## src/rtl/led_digit_seq_if.sv

```systemverilog
// Bus between a controller and the three-digit LED frame sequencer.
// Handshake: a request is taken when i_start is high on a clock edge while the sequencer is idle;
// o_busy stays high until the sequence ends, and o_done marks that end for one cycle.
interface led_digit_seq_if;
    logic       i_start;
    logic [4:0] i_100;
    logic [4:0] i_010;
    logic [4:0] i_001;
    logic [7:0] o_led;
    logic       o_busy;
    logic       o_done;
    logic       o_err;
    logic [2:0] o_state;

    modport slave (
        input  i_start, i_100, i_010, i_001,
        output o_led, o_busy, o_done, o_err, o_state
    );

    modport master (
        output i_start, i_100, i_010, i_001,
        input  o_led, o_busy, o_done, o_err, o_state
    );
endinterface

```

## src/rtl/led_digit_seq.sv

```systemverilog
// Samples three Gray-coded digits until they are stable, then shows them as
// hundreds/tens/ones frames on o_led, with optional blank gaps between the frames.
module led_digit_seq #(
    parameter int pHOLD  = 1000,
    parameter int pGAP   = 100,
    parameter int pRETRY = 8
) (
    input logic            i_clk,
    input logic            i_rst,
    led_digit_seq_if.slave bus
);

    typedef enum logic [2:0] {
        IDLE, SAMPLE, SHOW_H, GAP_H, SHOW_T, GAP_T, SHOW_O, GAP_O
    } state_t;

    localparam logic [15:0] HOLD_LD    = 16'(pHOLD - 1);
    localparam logic [15:0] GAP_LD     = 16'(pGAP - 1);
    localparam logic [7:0]  RETRY_LAST = 8'(pRETRY - 1);
    localparam bit          GAP_NONE   = (pGAP == 0);

    function automatic logic [4:0] gray2bin(input logic [4:0] g);
        logic [4:0] b;
        b[4] = g[4];
        for (int i = 3; i >= 0; i--) b[i] = b[i+1] ^ g[i];
        return b;
    endfunction

    function automatic logic digit_bad(input logic [4:0] g);
        return gray2bin(g) > 5'd9;
    endfunction

    function automatic logic [7:0] frame(input logic [1:0] pos, input logic [4:0] g);
        logic [4:0] b;
        b = gray2bin(g);
        if (b > 5'd9) return {pos, 1'b1, 1'b0, 4'hF};
        return {pos, 2'b00, b[3:0]};
    endfunction

    state_t      state;
    logic [15:0] cnt;
    logic [7:0]  scnt;
    logic [14:0] prev;
    logic [9:0]  lat;
    logic [7:0]  led;
    logic        busy, done, err;

    logic [14:0] cur;
    logic        match, is_show, is_gap, adv, last;
    state_t      nxt_show, gap_of;
    logic [1:0]  nxt_pos;
    logic [4:0]  nxt_digit;

    assign cur   = {bus.i_100, bus.i_010, bus.i_001};
    assign match = (scnt != 8'd0) && (cur == prev);

    // What follows the current show/gap state; hundreds are never "next" since they come from SAMPLE.
    always_comb begin
        nxt_show  = SHOW_O;
        gap_of    = GAP_O;
        nxt_pos   = 2'b01;
        nxt_digit = lat[4:0];
        last      = 1'b1;
        case (state)
            SHOW_H, GAP_H: begin
                nxt_show  = SHOW_T;
                gap_of    = GAP_H;
                nxt_pos   = 2'b10;
                nxt_digit = lat[9:5];
                last      = 1'b0;
            end
            SHOW_T, GAP_T: begin
                nxt_show  = SHOW_O;
                gap_of    = GAP_T;
                nxt_pos   = 2'b01;
                nxt_digit = lat[4:0];
                last      = 1'b0;
            end
            default: ;
        endcase
    end

    assign is_show = (state == SHOW_H) || (state == SHOW_T) || (state == SHOW_O);
    assign is_gap  = (state == GAP_H)  || (state == GAP_T)  || (state == GAP_O);
    assign adv     = (cnt == 16'd0) && ((is_show && GAP_NONE) || is_gap);

    always_ff @(posedge i_clk) begin
        if (i_rst) begin
            state <= IDLE;
            cnt   <= '0;
            scnt  <= '0;
            prev  <= '0;
            lat   <= '0;
            led   <= '0;
            busy  <= 1'b0;
            done  <= 1'b0;
            err   <= 1'b0;
        end else begin
            done <= 1'b0;
            if (adv) begin
                if (last) begin
                    state <= IDLE;
                    led   <= '0;
                    busy  <= 1'b0;
                    done  <= 1'b1;
                end else begin
                    state <= nxt_show;
                    cnt   <= HOLD_LD;
                    led   <= frame(nxt_pos, nxt_digit);
                    err   <= err | digit_bad(nxt_digit);
                end
            end else begin
                case (state)
                    IDLE: begin
                        if (bus.i_start) begin
                            state <= SAMPLE;
                            scnt  <= '0;
                            busy  <= 1'b1;
                            err   <= 1'b0;
                        end
                    end
                    SAMPLE: begin
                        // A repeat of the previous sample latches cleanly; running out of retries latches anyway.
                        if (match || (scnt == RETRY_LAST)) begin
                            lat   <= cur[9:0];
                            state <= SHOW_H;
                            cnt   <= HOLD_LD;
                            led   <= frame(2'b11, cur[14:10]);
                            err   <= err | !match | digit_bad(cur[14:10]);
                        end else begin
                            prev <= cur;
                            scnt <= scnt + 8'd1;
                        end
                    end
                    SHOW_H, SHOW_T, SHOW_O: begin
                        if (cnt == 16'd0) begin
                            state <= gap_of;
                            cnt   <= GAP_LD;
                            led   <= '0;
                        end else begin
                            cnt <= cnt - 16'd1;
                        end
                    end
                    default: cnt <= cnt - 16'd1;
                endcase
            end
        end
    end

    assign bus.o_led   = led;
    assign bus.o_busy  = busy;
    assign bus.o_done  = done;
    assign bus.o_err   = err;
    assign bus.o_state = state;

endmodule

```

## src/flat_wrapper.sv

```systemverilog
// flat-port wrapper written by rule: the top's interface ports become plain ports
module led_digit_seq_flat 
#(
    parameter int pHOLD  = 1000,
    parameter int pGAP   = 100,
    parameter int pRETRY = 8
)
  (i_clk, i_rst, bus_i_start, bus_i_100, bus_i_010, bus_i_001, bus_o_led, bus_o_busy, bus_o_done, bus_o_err, bus_o_state);
  led_digit_seq_if bus_i ();
  input logic i_clk;
  input logic i_rst;
  input wire logic [$bits(bus_i.i_start)-1:0] bus_i_start;
  input wire logic [$bits(bus_i.i_100)-1:0] bus_i_100;
  input wire logic [$bits(bus_i.i_010)-1:0] bus_i_010;
  input wire logic [$bits(bus_i.i_001)-1:0] bus_i_001;
  output wire logic [$bits(bus_i.o_led)-1:0] bus_o_led;
  output wire logic [$bits(bus_i.o_busy)-1:0] bus_o_busy;
  output wire logic [$bits(bus_i.o_done)-1:0] bus_o_done;
  output wire logic [$bits(bus_i.o_err)-1:0] bus_o_err;
  output wire logic [$bits(bus_i.o_state)-1:0] bus_o_state;
  assign bus_i.i_start = bus_i_start;
  assign bus_i.i_100 = bus_i_100;
  assign bus_i.i_010 = bus_i_010;
  assign bus_i.i_001 = bus_i_001;
  assign bus_o_led = bus_i.o_led;
  assign bus_o_busy = bus_i.o_busy;
  assign bus_o_done = bus_i.o_done;
  assign bus_o_err = bus_i.o_err;
  assign bus_o_state = bus_i.o_state;
  led_digit_seq #(.pHOLD(pHOLD), .pGAP(pGAP), .pRETRY(pRETRY)) u_core (.i_clk(i_clk), .i_rst(i_rst), .bus(bus_i));
endmodule
```

## config.mk

```make
export PLATFORM = sky130hd
export DESIGN_NAME = led_digit_seq_flat
export DESIGN_NICKNAME = d
export VERILOG_FILES = /design/src/rtl/led_digit_seq_if.sv /design/src/rtl/led_digit_seq.sv /design/src/flat_wrapper.sv
export SDC_FILE = /design/constraint.sdc
export NUM_CORES = 1
export LEC_CHECK = 0
export CAP_MARGIN = 20
export CELL_PAD_IN_SITES_DETAIL_PLACEMENT = 1
export CELL_PAD_IN_SITES_GLOBAL_PLACEMENT = 1
export CORE_MARGIN = 5
export CORE_UTILIZATION = 43
export DETAILED_ROUTE_END_ITERATION = 10
export DONT_BUFFER_PORTS = 1
export HOLD_SLACK_MARGIN = 0.08
export PLACE_DENSITY_LB_ADDON = 0.1
export SLEW_MARGIN = 10
export SYNTH_ARGS = -nofsm -noshare
export SYNTH_HDL_FRONTEND = slang
export SYNTH_SLANG_ARGS = --single-unit
```

## constraint.sdc

```tcl
create_clock -name i_clk -period 3.2 [get_ports i_clk]
set_input_delay 0.48 -clock i_clk [delete_from_list [all_inputs] [get_ports i_clk]]
set_output_delay 0.48 -clock i_clk [all_outputs]
set_load 0.05 [all_outputs]
```

==> metrics, run 1 <==
run status=finished clean; largest net degree at the start of global routing=43; clock power share=16.3%; GRT Total Usage=19.6%; Crit-path slowest cell=dfxtp_4; clk buf depth=2; Critical Path End Type=flip-flop; Clock Pin Slew Worst Setup and Hold Paths=0.07 ns; CTS Hold Bufs=0; DR vias=2980; proportion of layout cells with a drive suffix above 1=12.4%; Peak VDD IR=0.392 mV; Tcrit/Tclk final=94.0%; Post-Syn Nets=444; CP Cell Sequence=nand2b_4 > mux2_4 > inv_4 > ha_4 > ha_4 > inv_2 > ha_1 > inv_1 > ha_1 > o21ai_1 > a31oi_2 > o21ai_1 > and4_1 > a32o_1; Area Overhead vs Synth=11.9%; initial antenna violation count=0; Synth Flop Type=dfxtp_1; final wirelength=9060 um; critical path's largest stage delay=0.34 ns; clock skew=0.0129 ns; full die area=9730 um^2; Crit Path Max Fanout=6; Unique masters post-synth=49; sequential share of the synthesized area=36.8%; Hold EP=u_core.cnt[3]; Arrival @ worst endpoint=3.25 ns; Pins Over Slew Limit=0; hpwl dp=6630 um; endpoints failing setup=0; detailed-route vias per instance=5.71; first-iteration detailed-routing DRC count=143; detailed-route wire length per cell=17.4 um; GRT overflow=0; pwr/cell area=1080 nW/um^2; global-route wire length before repair=15400 um; setup bufs post-CTS=0; Synth Area per Inst=8.24 um^2; final hold violations=0; num rows=32; Port Buffers=0; Crit Reg-Reg Startpoint=u_core.bus.o_state[2]; die width=98.6 um; total clock sinks=62; Yosys warning total=0; Slew HR=48.7%; cell depth of the worst hold path=1; Antenna diodes=0; unrepaired setup endpoints after global routing=false; worst-margin pin slew=0.762 ns; area of the mapped netlist=3380 um^2; crit path time final=3.01 ns; Hold Crit Class=in2reg; CTS Buf Count=9; nets@finish=449; asr flop ratio synth=0%; Worst Hold Slack=0.193 ns; drt pass-1 iters=4; CTS tree=built; Post-DP Area=3590 um^2; Switching Share=47.5%; root buffer cell=clkbuf_8; Core Util, Final=49.2%; Pint=2.15 mW; IO Count=32; Die Y-Extent=98.6 um; Design Area, Final=3780 um^2; worst-skew pair later-pin latency=0.35 ns; Core ar.=7690 um^2; capturing point of the worst reg2reg path=u_core.bus.o_err; fmax=0.332 GHz; reg2reg setup slack=0.19 ns; Initial Util=43.9%; Post-synth EDFFs=0; DRC=0; leakage=1.39 nW; Psw=1.94 mW; sequential power share=30.0%; Final Wtd Congestion=0.737; synthesis-stage register bit count=62; critical path startpoint category=flip-flop; setup TNS=0 ns; H-tree Lvls=3; WS Path Type=reg2reg; Synth Instances=410; hold wc startpoint=i_rst; WP data required=3.45 ns; vias in the first global route=3127; Worst setup startpoint=u_core.bus.o_state[2]; total power=4.09 mW; Comb pwr share=53.7%; DRT antenna net count=0; reg2reg path depth=14; max_cap viols=0
registers in the layout, indices dropped and copies added, names as in the netlist:
| name | count |
|---|---|
| u_core.bus.o_busy | 1 |
| u_core.bus.o_done | 1 |
| u_core.bus.o_err | 1 |
| u_core.bus.o_led | 7 |
| u_core.bus.o_state | 3 |
| u_core.cnt | 16 |
| u_core.lat | 10 |
| u_core.prev | 15 |
| u_core.scnt | 8 |
final cells by class:
cell class / instances / area, um^2
fillers: 957 / 3910
multi-input cells: 307 / 2020
inverters: 18 / 70.1
repair buffers: 17 / 128
clock inverters: 4 / 46.3
well taps: 102 / 128
clock buffers: 12 / 135
flip-flops and latches: 62 / 1250
power by group through the flow:
stage	logic, mW	clock network (mW)	registers, mW
2_1_floorplan	1.58	0	1.25
3_3_place_gp	2.14	0	1.24
3_5_place_dp	2.19	0	1.25
4_1_cts	2.20	0.685	1.23
5_1_grt	2.48	0.731	1.26
6_report	2.20	0.668	1.23
cells by family after synthesis:
kind of cell / after synthesis / synth area share, %
AO/OA/AOI/OAI: 95 / 17.8
XOR/XNOR: 17 / 4.41
adder cells (fa/ha/maj): 16 / 5.93
buffers and inverters: 41 / 4.78
flip-flops: 62 / 36.8
multiplexers: 31 / 9.30
other: 1 / 0.111
AND/OR/NAND/NOR: 147 / 20.9
timing repair:
| action | 4_1_cts | 5_1_grt |
|---|---|---|
| endpoints found under the setup margin | 0 | 1 |
| endpoints found under the hold margin | 0 | 0 |
| resized for setup | 0 | 1 |
Yosys cell counts (7+ instances only):
library cell,n,area share (%)
nand3_1,10,1.5
o31ai_1,7,1.6
mux2i_1,28,8.3
xnor2_1,16,4.1
nor4_1,7,1.3
dfxtp_1,62,37
a21oi_1,32,4.7
clkbuf_1,18,2.0
ha_1,16,5.9
o21ai_0,20,3.0
nor2_1,46,5.1
a311oi_1,9,2.3
nand2_1,39,4.3
inv_1,18,2.0
nor3_1,16,2.4
o211ai_1,7,1.6
placed cells by master, fill, tap and decap left out, drive strengths merged, types with 6 or more instances in the layout:
cell type,instances
ha,16
a311oi,9
a21oi,32
inv,19
nor2,48
buf,17
dfxtp,62
nor3,16
nand3,10
mux2i,28
nor4,7
clkbuf,12
o31ai,7
o21ai,20
nand4,6
nand2,39
o211ai,7
xnor2,16
worst max path at each step:
| stage | endpoint | slack [ns] |
|---|---|---|
| floorplan | u_core.bus.o_err | 0.005 |
| global placement | u_core.bus.o_err | 0.29 |
| detailed placement | u_core.bus.o_err | 0.20 |
| CTS | u_core.bus.o_err | 0.16 |
| global route | u_core.bus.o_err | 0.04 |
| finish | u_core.bus.o_err | 0.19 |
through the flow:
step	setup slack, ns	instances
CTS	0.165	522
finish	0.192	522
global placement	0.293	506
global route	0.0431	522
floorplan	0.00531	410
detailed placement	0.196	506
per-layer routing:
layer / up-vias / share of wire [%] / track usage [%]
li1: 1481 / - / -
met1: 1446 / 46 / 24.4
met2: 40 / 48 / 32.4
met3: 13 / 4.2 / 4.60
met4: 0 / 1.8 / 7.98
met5: - / 0 / 0
critical path: cells and delay by family (launching register included):
family / cells / cell delay [ns]
adder cells (fa/ha/maj): 4 / 1.01
buffers and inverters: 3 / 0.16
multiplexers: 1 / 0.33
flip-flops: 1 / 0.34
AO/OA/AOI/OAI: 4 / 0.72
AND/OR/NAND/NOR: 2 / 0.35
(Power assumes the default switching activity.)
==> inputs of run 2 (changes only) <==
Settings changed: CAP_MARGIN 20 to not set.
==> results of run 2 <==
The final DEF is identical to that of run 1; final timing and power are the same.
==> inputs of run 3 (changes only) <==
Settings changed: CAP_MARGIN set to 20, CORE_UTILIZATION 43 to 48.
Clock period 3.2 ns to 2.83 ns, I/O delays scaled along.
==> metrics, run 3 (synthesis results as in run 1) <==
WP data required=3.06 ns (was 3.45 ns); run status=finished with violations (was finished clean); die width=93.9 um (was 98.6 um); Switching Share=47.2% (was 47.5%); Peak VDD IR=0.408 mV (was 0.392 mV); crit path time final=2.88 ns (was 3.01 ns); detailed-route vias per instance=5.96 (was 5.71); Tcrit/Tclk final=102% (was 94.0%); sequential power share=28.5% (was 30.0%); fmax=0.347 GHz (was 0.332 GHz); Die Y-Extent=93.9 um (was 98.6 um); pwr/cell area=1230 nW/um^2 (was 1080 nW/um^2); commonest non-fill, non-tap cell in the layout=dfxtp_1 (unchanged); Area Overhead vs Synth=17.6% (was 11.9%); DRT antenna net count=0 (unchanged); Pins Over Slew Limit=0 (unchanged); Final Wtd Congestion=0.823 (was 0.737); CP Cell Sequence=nand2b_4 > mux2_4 > inv_4 > ha_4 > ha_4 > inv_4 > ha_4 > inv_4 > ha_4 > o21ai_4 > a31oi_4 > buf_6 > o22ai_2 > nor3_1 > nor3_1 (was nand2b_4 > mux2_4 > inv_4 > ha_4 > ha_4 > inv_2 > ha_1 > inv_1 > ha_1 > o21ai_1 > a31oi_2 > o21ai_1 > and4_1 > a32o_1); vias in the first global route=3226 (was 3127); most frequent cells in the layout=dfxtp_1 (60), nor2_1 (46), nand2_1 (39) (unchanged); CTS tree=built (unchanged); Port Buffers=0 (unchanged); critical path's largest stage delay=0.34 ns (about the same); most frequent cell on the critical path=ha_4; largest net degree at the start of global routing=43 (unchanged); full die area=8810 um^2 (was 9730 um^2); Hold Crit Class=in2reg (unchanged); CTS Buf Count=9 (unchanged); global-route wire length before repair=16600 um (was 15400 um); Slew HR=48.4% (was 48.7%); clk buf depth=2 (unchanged); WS Path Type=reg2reg (unchanged); Psw=2.31 mW (was 1.94 mW); dpl ws=-0.0726 ns (was 0.196 ns); nets@finish=461 (was 449); clock skew=0.00822 ns (was 0.0129 ns); root buffer cell=clkbuf_8 (unchanged); Clock Pin Slew Worst Setup and Hold Paths=0.07 ns (about the same); Arrival @ worst endpoint=3.11 ns (was 3.25 ns); leakage=1.48 nW (was 1.39 nW); max_cap viols=0 (unchanged); detailed-route wire length per cell=19.3 um (was 17.4 um); Comb pwr share=54.9% (was 53.7%); failing checks=negative setup slack; Design Area, Final=3970 um^2 (was 3780 um^2); Crit-path slowest cell=dfxtp_4 (unchanged); DR vias=3148 (was 2980); GRT overflow=0 (unchanged); Core ar.=6830 um^2 (was 7690 um^2); total power=4.89 mW (was 4.09 mW); DRC=0 (unchanged); initial antenna violation count=0 (unchanged); IO Count=32 (unchanged); Pint=2.58 mW (was 2.15 mW); Crit Path Max Fanout=5 (was 6); proportion of layout cells with a drive suffix above 1=17.1% (was 12.4%); worst setup margin=-0.0489 ns (was 0.192 ns); endpoints failing setup=1 (was 0); worst-skew pair later-pin latency=0.34 ns (was 0.35 ns); first-iteration detailed-routing DRC count=202 (was 143); max reg flops=16 (unchanged); Critical Path End Type=flip-flop (unchanged); Initial Util=49.4% (was 43.9%); num rows=30 (was 32); Antenna diodes=0 (unchanged); Regs by FF count=u_core.cnt (16), u_core.prev (15), u_core.lat (10) (unchanged); Filler cells=843 (was 957); hpwl dp=6950 um (was 6630 um); drt pass-1 iters=4 (unchanged); Post-DP Area=3680 um^2 (was 3590 um^2); clock power share=16.6% (was 16.3%); final hold violations=0 (unchanged); critical path startpoint category=flip-flop (unchanged); H-tree Lvls=3 (unchanged); total clock sinks=62 (unchanged); Worst Hold Slack=0.149 ns (was 0.193 ns); final wirelength=10200 um (was 9060 um); GRT Total Usage=24.1% (was 19.6%); worst-margin pin slew=0.765 ns (was 0.762 ns); Top reg by flops=u_core.cnt (unchanged); unrepaired setup endpoints after global routing=true (was false)
run 3: cell types whose count changed in the layout (fill, tap and decap cells not counted), moves of 2 or more:
cell      change
clkbuf_1      -2
nor4_1        -2
ha_4          +2
nor4_2        +2
buf_4        +10
ha_1          -2
clkbuf_8      +2
run 3: metrics by stage:
step	cells	utilization, %	TNS (ns)
floorplan	410	-	-0.843
finish	528	58.1	-0.0489
global placement	506	53.9	0
CTS	527	57.8	0
global route	528	58.1	-0.346
detailed placement	506	53.9	-0.119
run 3: final cells by class:
class / count / area (um^2) / share of cell area (%)
Sequential cell: 62 / 1250 / 31.5
Clock buffer: 12 / 155 / 3.91
Tap cell: 96 / 120 / 3.03
Inverter: 18 / 75.1 / 1.89
Clock inverter: 4 / 45.0 / 1.13
Multi-Input combinational cell: 307 / 2090 / 52.7
Timing Repair Buffer: 29 / 234 / 5.89
run 3: path summary, 6_finish.rpt:
kind,from,end,slack [ns],depth (start not counted)
max,u_core.bus.o_state[2],u_core.bus.o_led[5],-0.05,15
min,i_rst,u_core.cnt[3],0.15,1
max reg2reg,u_core.bus.o_state[2],u_core.bus.o_led[5],-0.05,15
min reg2reg,u_core.cnt[15],u_core.cnt[15],0.48,1
run 3: power groups by stage:
| stage | Clock, mW | Combinational, mW | Sequential [mW] |
|---|---|---|---|
| global placement | 0 | 2.49 | 1.40 |
| finish | 0.811 | 2.69 | 1.40 |
| global route | 0.873 | 2.97 | 1.43 |
| floorplan | 0 | 1.79 | 1.42 |
| CTS | 0.827 | 2.64 | 1.40 |
| detailed placement | 0 | 2.59 | 1.41 |
run 3: what timing repair did:
item,4_1_cts,5_1_grt
buffers inserted,5,1
pin swaps,7,6
setup endpoints to repair,3,5
hold endpoints to repair,0,0
gates resized for setup,5,3
hold buffers,0,0
run 3: worst max-delay path: cells and delay by family, from the launching register on:
kind | cells | cell delay (ns)
compound gates | 3 | 0.35
fa+ha+maj | 4 | 0.98
buf+inv | 4 | 0.30
flops | 1 | 0.34
mux | 1 | 0.33
simple gates | 3 | 0.47
run 3: per-layer routing:
| metal | track usage [%] | wire, um | vias up |
|---|---|---|---|
| met2 | 40.4 | 5140 | 76 |
| met4 | 8.90 | 197 | 0 |
| met3 | 6.49 | 593 | 16 |
| met5 | 0 | 0 | - |
| met1 | 29.4 | 4270 | 1557 |
| li1 | - | - | 1499 |
